<file path="src/rtl/axi_fifo_bfm_pkg.sv">
// Shared definitions for the sync-FIFO BFM drain logic.
//   - DRAIN_WIDTH / DRAIN_LEN_W : default data width and packet-length width
//   - drain_state_e             : drain FSM state (IDLE, RUN)
//   - drain_dbg_t               : debug snapshot exported by axis_fifo_drain
//                                 (FSM state, skid occupancy, read in flight)
package axi_fifo_bfm_pkg;

  localparam int DRAIN_WIDTH = 128;
  localparam int DRAIN_LEN_W = 16;

  typedef enum logic {
    IDLE = 1'b0,
    RUN  = 1'b1
  } drain_state_e;

  typedef struct packed {
    drain_state_e state;
    logic [1:0]   occ;
    logic         inflight;
  } drain_dbg_t;

endpackage

</file>
<file path="src/rtl/axis_skid_buf.sv">
// axis_skid_buf: output register plus a 2-entry skid store.
//   Words arrive with in_valid (no back-pressure; the producer guarantees room
//   by limiting occ + words in flight to 2). The output register presents the
//   oldest word; the skid entries absorb words that arrive while the output is
//   stalled.
// Ports:
//   clk, rst      clock, asynchronous active-high reset
//   in_valid      write strobe for in_data this cycle
//   in_data       word to store
//   out_valid     output register holds a word
//   out_ready     consumer accepts the output word this cycle
//   out_data      output word (held stable while out_valid && !out_ready)
//   occ           skid entries held (0..2), not counting the output register
// Handshake: a word moves out when out_valid && out_ready on a rising edge.
module axis_skid_buf #(
  parameter int WIDTH = 128
) (
  input  logic             clk,
  input  logic             rst,
  input  logic             in_valid,
  input  logic [WIDTH-1:0] in_data,
  output logic             out_valid,
  input  logic             out_ready,
  output logic [WIDTH-1:0] out_data,
  output logic [1:0]       occ
);

  logic [WIDTH-1:0] s0;  // oldest skid entry
  logic [WIDTH-1:0] s1;
  logic             advance;

  // The output register can take a new word when empty or being consumed.
  assign advance = !out_valid || out_ready;

  always_ff @(posedge clk or posedge rst) begin
    if (rst) begin
      out_valid <= 1'b0;
      out_data  <= '0;
      s0        <= '0;
      s1        <= '0;
      occ       <= 2'd0;
    end else if (advance) begin
      if (occ == 2'd0) begin
        // Incoming word bypasses the skid store.
        out_valid <= in_valid;
        if (in_valid) out_data <= in_data;
      end else begin
        out_valid <= 1'b1;
        out_data  <= s0;
        if (occ == 2'd2) begin
          s0 <= s1;
          if (in_valid) s1 <= in_data;
          else          occ <= 2'd1;
        end else begin
          if (in_valid) s0 <= in_data;
          else          occ <= 2'd0;
        end
      end
    end else if (in_valid) begin
      // Output stalled: park the word behind any already held.
      if (occ == 2'd0) s0 <= in_data;
      else             s1 <= in_data;
      occ <= occ + 2'd1;
    end
  end

endmodule

</file>
<file path="src/rtl/axis_fifo_drain.sv">
// axis_fifo_drain: pops words from a sync FIFO (1-cycle registered read
// latency) and presents them as an AXI4-Stream master, grouped into packets of
// cfg_pkt_len beats (0 treated as 1) with TLAST on the final beat.
// Optional build macro: AXIS_FIFO_DRAIN_STATS_EN adds stat_beats / stat_pkts.
// Ports:
//   clk, rst                   clock, asynchronous active-high reset
//   enable                     allow new packets; sampled at packet boundaries
//   cfg_pkt_len                beats per packet, latched at packet start
//   fifo_empty, fifo_rd_en     FIFO status and pop request
//   fifo_rd_data               FIFO data, valid the cycle after a pop
//   m_axis_tvalid/tready/tdata/tlast   AXI4-Stream master
//   busy                       FSM running, or words buffered or in flight
//   dbg                        FSM state, skid occupancy, read in flight
//   stat_beats, stat_pkts      (stats build) handshake / tlast-handshake counts
// Handshake: a beat transfers on a rising edge with tvalid && tready; tdata and
// tlast are held while tvalid && !tready.
module axis_fifo_drain
  import axi_fifo_bfm_pkg::*;
#(
  parameter int WIDTH = DRAIN_WIDTH,
  parameter int LEN_W = DRAIN_LEN_W
) (
  input  logic             clk,
  input  logic             rst,
  input  logic             enable,
  input  logic [LEN_W-1:0] cfg_pkt_len,
  input  logic             fifo_empty,
  output logic             fifo_rd_en,
  input  logic [WIDTH-1:0] fifo_rd_data,
  output logic             m_axis_tvalid,
  input  logic             m_axis_tready,
  output logic [WIDTH-1:0] m_axis_tdata,
  output logic             m_axis_tlast,
  output logic             busy,
  output drain_dbg_t       dbg
`ifdef AXIS_FIFO_DRAIN_STATS_EN
  ,
  output logic [31:0]      stat_beats,
  output logic [31:0]      stat_pkts
`endif
);

  drain_state_e     state, state_nx;
  logic [LEN_W-1:0] len_q, len_nx;
  logic [LEN_W-1:0] rd_cnt, rd_cnt_nx;
  logic [LEN_W-1:0] tx_cnt, tx_cnt_nx;
  logic [LEN_W-1:0] cfg_len;
  logic             inflight;
  logic [1:0]       occ;
  logic             hs;
  logic             last_beat;

  assign cfg_len   = (cfg_pkt_len == '0) ? LEN_W'(1) : cfg_pkt_len;
  assign hs        = m_axis_tvalid && m_axis_tready;
  assign last_beat = (tx_cnt == len_q - LEN_W'(1));

  always_comb begin
    state_nx   = state;
    len_nx     = len_q;
    rd_cnt_nx  = rd_cnt;
    tx_cnt_nx  = tx_cnt;
    fifo_rd_en = 1'b0;
    case (state)
      IDLE: begin
        if (enable) begin
          state_nx  = RUN;
          len_nx    = cfg_len;
          rd_cnt_nx = '0;
          tx_cnt_nx = '0;
        end
      end
      RUN: begin
        // Reserve a skid slot for every word already requested so a capture
        // can never find the buffer full; tready plays no part.
        fifo_rd_en = !fifo_empty && (rd_cnt < len_q) &&
                     (({1'b0, occ} + {2'b00, inflight}) < 3'd2);
        rd_cnt_nx  = rd_cnt + LEN_W'(fifo_rd_en);
        tx_cnt_nx  = tx_cnt + LEN_W'(hs);
        if (hs && last_beat) begin
          // All words of this packet were popped before its last beat can
          // hand over, so no pop coincides with the relatch.
          len_nx    = cfg_len;
          rd_cnt_nx = '0;
          tx_cnt_nx = '0;
          if (!enable) state_nx = IDLE;
        end
      end
      default: state_nx = IDLE;
    endcase
  end

  always_ff @(posedge clk or posedge rst) begin
    if (rst) begin
      state    <= IDLE;
      len_q    <= LEN_W'(1);
      rd_cnt   <= '0;
      tx_cnt   <= '0;
      inflight <= 1'b0;
    end else begin
      state    <= state_nx;
      len_q    <= len_nx;
      rd_cnt   <= rd_cnt_nx;
      tx_cnt   <= tx_cnt_nx;
      inflight <= fifo_rd_en;
    end
  end

  // A popped word appears on fifo_rd_data one cycle later; inflight marks it.
  axis_skid_buf #(
    .WIDTH(WIDTH)
  ) u_skid (
    .clk      (clk),
    .rst      (rst),
    .in_valid (inflight),
    .in_data  (fifo_rd_data),
    .out_valid(m_axis_tvalid),
    .out_ready(m_axis_tready),
    .out_data (m_axis_tdata),
    .occ      (occ)
  );

  assign m_axis_tlast = m_axis_tvalid && last_beat;
  assign busy         = (state != IDLE) || m_axis_tvalid || (occ != 2'd0) || inflight;
  assign dbg          = '{state: state, occ: occ, inflight: inflight};

`ifdef AXIS_FIFO_DRAIN_STATS_EN
  always_ff @(posedge clk or posedge rst) begin
    if (rst) begin
      stat_beats <= '0;
      stat_pkts  <= '0;
    end else begin
      if (hs)                 stat_beats <= stat_beats + 32'd1;
      if (hs && m_axis_tlast) stat_pkts  <= stat_pkts + 32'd1;
    end
  end
`endif

endmodule

</file>
<file path="config.mk">
export PLATFORM = sky130hd
export DESIGN_NAME = axis_fifo_drain
export DESIGN_NICKNAME = d
export VERILOG_FILES = /design/src/rtl/axi_fifo_bfm_pkg.sv /design/src/rtl/axis_skid_buf.sv /design/src/rtl/axis_fifo_drain.sv
export SDC_FILE = /design/constraint.sdc
export NUM_CORES = 1
export LEC_CHECK = 0
export BUFFER_PORTS_ARGS = -buffer_cell sky130_fd_sc_hd__buf_2
export CAP_MARGIN = 10
export CELL_PAD_IN_SITES_DETAIL_PLACEMENT = 0
export CELL_PAD_IN_SITES_GLOBAL_PLACEMENT = 1
export CORE_MARGIN = 2
export CORE_UTILIZATION = 49
export CTS_BUF_LIST = sky130_fd_sc_hd__clkbuf_2 sky130_fd_sc_hd__clkbuf_4 sky130_fd_sc_hd__clkbuf_8
export DETAILED_ROUTE_END_ITERATION = 12
export PLACE_DENSITY = 0.83
export SYNTH_ARGS = -nofsm -noshare
export SYNTH_HDL_FRONTEND = slang
export SYNTH_HIERARCHICAL = 1
export SYNTH_SLANG_ARGS = --single-unit
</file>
<file path="constraint.sdc">
create_clock -name clk -period 16.1 [get_ports clk]
set_input_delay 1.61 -clock clk [delete_from_list [all_inputs] [get_ports clk]]
set_output_delay 1.61 -clock clk [all_outputs]
set_load 0.05 [all_outputs]
</file>
Word level (Yosys, flattened, before mapping)
Index checks and enable logic that the tools add are counted.
{"block": "classes", "mux": 32, "eq_ne": 9, "n_lt_le_gt_ge": 2, "bitwise_logic": 2, "reduce_logical": 22, "add_sub_neg": 5, "mul": 0, "n_div": 0, "n_shift": 0}
{"op": "2-to-1 mux 128 bit", "n": 12}
{"op": "2-to-1 mux 16 bit", "n": 6}
{"op": "one-hot mux 16 bit (2 select lines)", "n": 3}
{"op": "adder 16 x 1 -> 16 bit", "n": 2}
{"op": "equality test 16 bit", "n": 1}
{"op": "zero test 16 bit", "n": 1}
{"op": "less-than comparator 16 bit", "n": 1}
{"op": "subtractor 16 x 1 -> 16 bit (second input constant)", "n": 1}
{"op": "2-to-1 mux 2 bit", "n": 6}
{"op": "!= test 2 bit (second input constant)", "n": 6}
{"op": "AND reduction 4 bit", "n": 2}
{"op": "nonzero test 2 bit", "n": 3}
{"op": "logical AND 1 bit", "n": 5}
{"op": "logical OR 1 bit", "n": 4}
{"op": "2-to-1 mux 1 bit", "n": 4}
{"op": "AND reduction 2 bit", "n": 2}
{"op": "adder 2 x 1 -> 3 bit", "n": 1}
{"op": "less-than comparator 3 x 2 -> 1 bit (second input constant)", "n": 1}
{"op": "AND reduction 3 bit", "n": 1}
{"op": "nonzero test 3 bit", "n": 1}
{"op": "adder 2 x 1 -> 2 bit (second input constant)", "n": 1}
{"op": "equality test 2 bit (second input constant)", "n": 1}
{"op": "zero test 1 bit", "n": 2}
{"op": "zero test 2 bit", "n": 1}
{"op": "3 further kinds", "n": 4}
{"block": "word_totals", "romBits": 0, "latchBits": 0, "ff_bits": 437, "inputBits": 149, "wordCells": 82, "n_memories": 0, "out_inout_bits": 136, "ramBits": 0}

Depth between registers and ports, before layout
{"block": "depth", "depth_word": 6, "ltp_mapped": 19, "depth_no_buf": 18}

Hierarchy
The synthesis kept the hierarchy.
{"mod": "axis_skid_buf", "instances": 1, "seq_area_each_um2": 9684.3, "area_each_um2": 17646.9, "cells_each": 1270}
{"mod": "axis_fifo_drain", "instances": 1, "seq_area_each_um2": 1252.5, "area_each_um2": 3504.6, "cells_each": 368}

Worst setup path after synthesis
No wires, ideal clock.
{"block": "synth_timing", "path_type": "reg2out", "from": "register len_q[1]", "to": "output m_axis_tlast", "path_stages_with_launch": 10, "path_buffers": 1, "t_arrival_ns": 2.682, "t_required_ns": 14.490, "setup_slack_ns": 11.808, "path_cell_list": "dfrtp_1 inv_1 ha_1 or4b_4 buf_6 a2111oi_4 o221a_2 a221oi_2 or4_4 a21oi_4"}
{"block": "synth_between", "elab_chain_len": 3}
{"element": "start, declared", "line": "axis_fifo_drain.sv:44", "rtl": "logic [LEN_W-1:0] len_q, len_nx;"}
{"element": "start signal, assigned", "line": "axis_fifo_drain.sv:101", "rtl": "len_q <= len_nx;"}
{"element": "subtractor 16 x 1 -> 16 bit", "line": "axis_fifo_drain.sv:55", "rtl": "assign last_beat = (tx_cnt == len_q - LEN_W'(1));"}
{"element": "equality test 16 bit", "line": "axis_fifo_drain.sv:55"}
{"element": "logical AND 1 bit", "line": "axis_fifo_drain.sv:122", "rtl": "assign m_axis_tlast = m_axis_tvalid && last_beat;"}
{"element": "end, declared", "line": "axis_fifo_drain.sv:33", "rtl": "output logic m_axis_tlast,"}
No other way between the ends.

Worst setup path after layout
Ends and elaborated chain as after synthesis.

==> results.md <==
- Max Clock Skew: 25.0 ps
- TNS Setup: 0 ps
- Clk pwr share: 0.177
- Total power: approximately 5600 uW
- YS warnings: 6
- Routed Antenna Nets: 0
- Post-synth EDFFs: 0
- Num CTS Buffers: 75
- Share of power burned in registers: 0.350
- Final wirelength: between 40000 and 50000 um
- Register-to-Register Path Depth: 18
- DRT Pass-1 Iters: 7
- CTS Hold Bufs: 0
- CTS H-Tree Depth: 3
- Fmax: roughly 200 MHz
- Hold Vio Cnt, Final: 0
- Worst path required time: 14490 ps
- Period Utilization, post-route: 0.320
- Top delay family on crit path: simple AND/OR/NAND/NOR gates
- Synth Instances: roughly 1600
- Worst-case clock buffer depth: 3
- Initial antenna violation count: 9
- Final net count: approximately 2100
- Area growth syn-to-layout: 14.9%
- Final worst setup slack: 10960 ps
- I/O pin cnt: roughly 290
- Post-place setup slack: 11440 ps
- Number of post-CTS setup repair buffers: 0
- First-pass GRT wire length: about 75000 um
- CP Cell Sequence: inv_1 > ha_1 > nor4b_1 > clkbuf_2 > nand4_1 > nor2_1 > a21oi_1 > or4_4 > a21oi_4 > buf_2
- Resized cells post-CTS: 0
- Status: completed
- Largest net degree at the start of global routing: approximately 230
- Crit end category: output port
- R2R setup slack: roughly 12000 ps
- Worst-skew pair later-pin latency: between 600 and 700 ps
- Int Power: between 3000 and 4000 uW
- Max_slew headroom: 0.258
- NetSw: 2300 uW
- Worst Hold Path EP: u_skid/s1[27]
- Worst Path Max Fanout: 5
- Peak supply drop: around 0.18 mV
- R2R Path Start: len_q[9]
- Ratio of cells with drive above 1 in the final layout: 0.432
- Prevailing post-synth register cell: dfrtp_1
- CTS tree: yes
- Worst R2R End: rd_cnt[14]
- Total stage count of the critical path: 10
- DR iter-0 viols: between 700 and 800
- Maximum Capacitance Violations: 0
- Routability cong.: 0.900
- GR Util met2: 0.339
- Logic gate share of total power: 0.473
- Crit start category: flop
- Critical path class: reg -> out
- Syn Nets: about 1800
- Rows: 76
- Bufs and invs on worst path: 3
- Hold path cells: 1
- Arr. time, crit path: between 3000 and 4000 ps
- Switching part of the total power: 0.411
- Vias in the first global route: about 14000
- Die area: 44800 sq um
- Final Critical Period: 5140 ps
- Post-Syn Area: between 20000 and 25000 sq um
- Root Buffer Master: clkbuf_8
- CP max stage cell: nor4b_1
- DP HPWL: 28800 um
- Height of the die: ~210 um
- Leakage Power: between 0.01 and 0.015 uW
- Worst-margin pin slew: 1110 ps
- GRT Util Overall: 0.211
- Power Dens Cells: 230 nW/um^2
- Final setup viols: 0
- Met3 usage: 0.0562
- Vias per Instance: ~5.4
- Count of buffers from port buffering: between 200 and 300
- Slowest stage delay, CP: roughly 660 ps
- Met1 global-route usage: 0.275
- Design area: 24300 sq um
- Via total after detailed routing: around 14000
- Unique cell type count in the Yosys netlist: 64
- Slew Limit Fails: 0
- GR Overflow Total: 0
- Synthesized area per cell: ~13 sq um
- Die X: approximately 210 um
- Dpl cell area: 22800 sq um
- Worst Hold Class: reg -> reg
- Post-synthesis sequential area ratio: 0.517
- CTS clk-pin slew, worst paths: 60 ps
- RSZ-0062 raised after global routing: no
- FF+latch count, synth: around 440
- Clock sink count: ~440
- Most Used Layer, Global Route: met2
- Residual DRC count: 0
- Hold_sp: u_skid/s1[27]
- Total core area: 42900 sq um
- Hold_ws: 503 ps
- Post-synth ARST share: 1.00
- Wire length per cell: roughly 18 um
- Initial Util: 0.493
## final cells by class
class / instances / area (sq um)
Timing Repair Buffer: 298 / 1570
Clock buffer: 111 / 1380
Inverter: 24 / 97.6
Fill cell: 3602 / 18600
Multi-Input combinational cell: 1071 / 9480
Sequential cell: 437 / 10900
Clock inverter: 14 / 87.6
Antenna cell: 3 / 7.51
Tap cell: 585 / 732
## stage by stage
step | cells | util
2_1_floorplan | 1638 | -
3_3_place_gp | 2413 | 0.531
3_5_place_dp | 2413 | 0.531
4_1_cts | 2538 | 0.566
5_1_grt | 2542 | 0.566
6_report | 2543 | 0.567
## cell families after synthesis
| family | after synthesis | share of synthesized area |
|---|---|---|
| AOI/OAI and AO/OA | 239 | 0.0680 |
| xor gates and xnor gates | 23 | 0.00952 |
| adders and majority gates | 24 | 0.0142 |
| buffers and inverters | 130 | 0.0377 |
| DFF | 437 | 0.517 |
| muxes | 528 | 0.296 |
| and+or+nand+nor | 257 | 0.0571 |
## worst register-to-register path: cells and delay by family, from the launching register on
family	cells	cell delay, ps
AO/OA/AOI/OAI	8	1390
adder cells (fa/ha/maj)	2	530
buffers and inverters	1	140
flip-flops	1	510
multiplexers	1	80
AND/OR/NAND/NOR	6	1280
## per-layer routing
metal / part of all wire / up-vias / routed length (um)
li1: - / 6388 / -
met1: 0.45 / 6915 / 20900
met2: 0.47 / 338 / 22000
met3: 0.062 / 70 / 2930
met4: 0.021 / 12 / 993
met5: 0.0017 / - / 81
## state kept, by name, indices dropped and copies added, names as in the netlist
name,count
u_skid/out_data,128
u_skid/s0,128
u_skid/s1,128
len_q,16
rd_cnt,16
tx_cnt,16
u_skid/occ,2
inflight,1
state,1
u_skid/out_valid,1
## cell usage after synthesis, types with 12 or more instances
cell type | count | area share
xnor2_1 | 17 | 0.0070
inv_1 | 24 | 0.0043
ha_1 | 24 | 0.014
buf_4 | 17 | 0.0060
mux2_4 | 129 | 0.092
clkbuf_1 | 15 | 0.0027
and3_1 | 12 | 0.0035
o21ai_0 | 19 | 0.0045
mux2_2 | 270 | 0.14
nor2_1 | 141 | 0.025
a21oi_1 | 151 | 0.036
nand3_1 | 16 | 0.0038
dfrtp_1 | 436 | 0.52
buf_2 | 47 | 0.011
a31oi_1 | 19 | 0.0056
buf_6 | 25 | 0.013
nand2b_1 | 14 | 0.0041
mux2i_1 | 129 | 0.061
nand2_1 | 23 | 0.0041
## layout by cell type, fill, tap and decap left out, drive strengths merged, types with 17 or more instances in the layout
master	count
dfrtp	436
mux2	399
buf	297
a21oi	153
nor2	141
mux2i	129
clkbuf	112
inv	26
nand2	25
ha	24
o21ai	20
a31oi	20
xnor2	17
## power by group through the flow
stage	registers, uW	clock network, uW	logic [uW]
after global routing	2030	1080	2850
after global placement	1940	0	2610
final	1960	990	2650
after CTS	1960	1030	2670
after detailed placement	1970	0	2660
after floorplan	2470	0	1620
## how the worst max path moves through the flow
stage | startpoint | end | slack [ps]
after floorplan | rst | u_skid/occ[0] | 3730
after global placement | len_q[1] | m_axis_tlast | 11460
after detailed placement | len_q[1] | m_axis_tlast | 11440
after CTS | len_q[1] | m_axis_tlast | 10730
after global routing | len_q[1] | m_axis_tlast | 10760
final | len_q[1] | m_axis_tlast | 10960
Power figures use the tool's default switching activity.
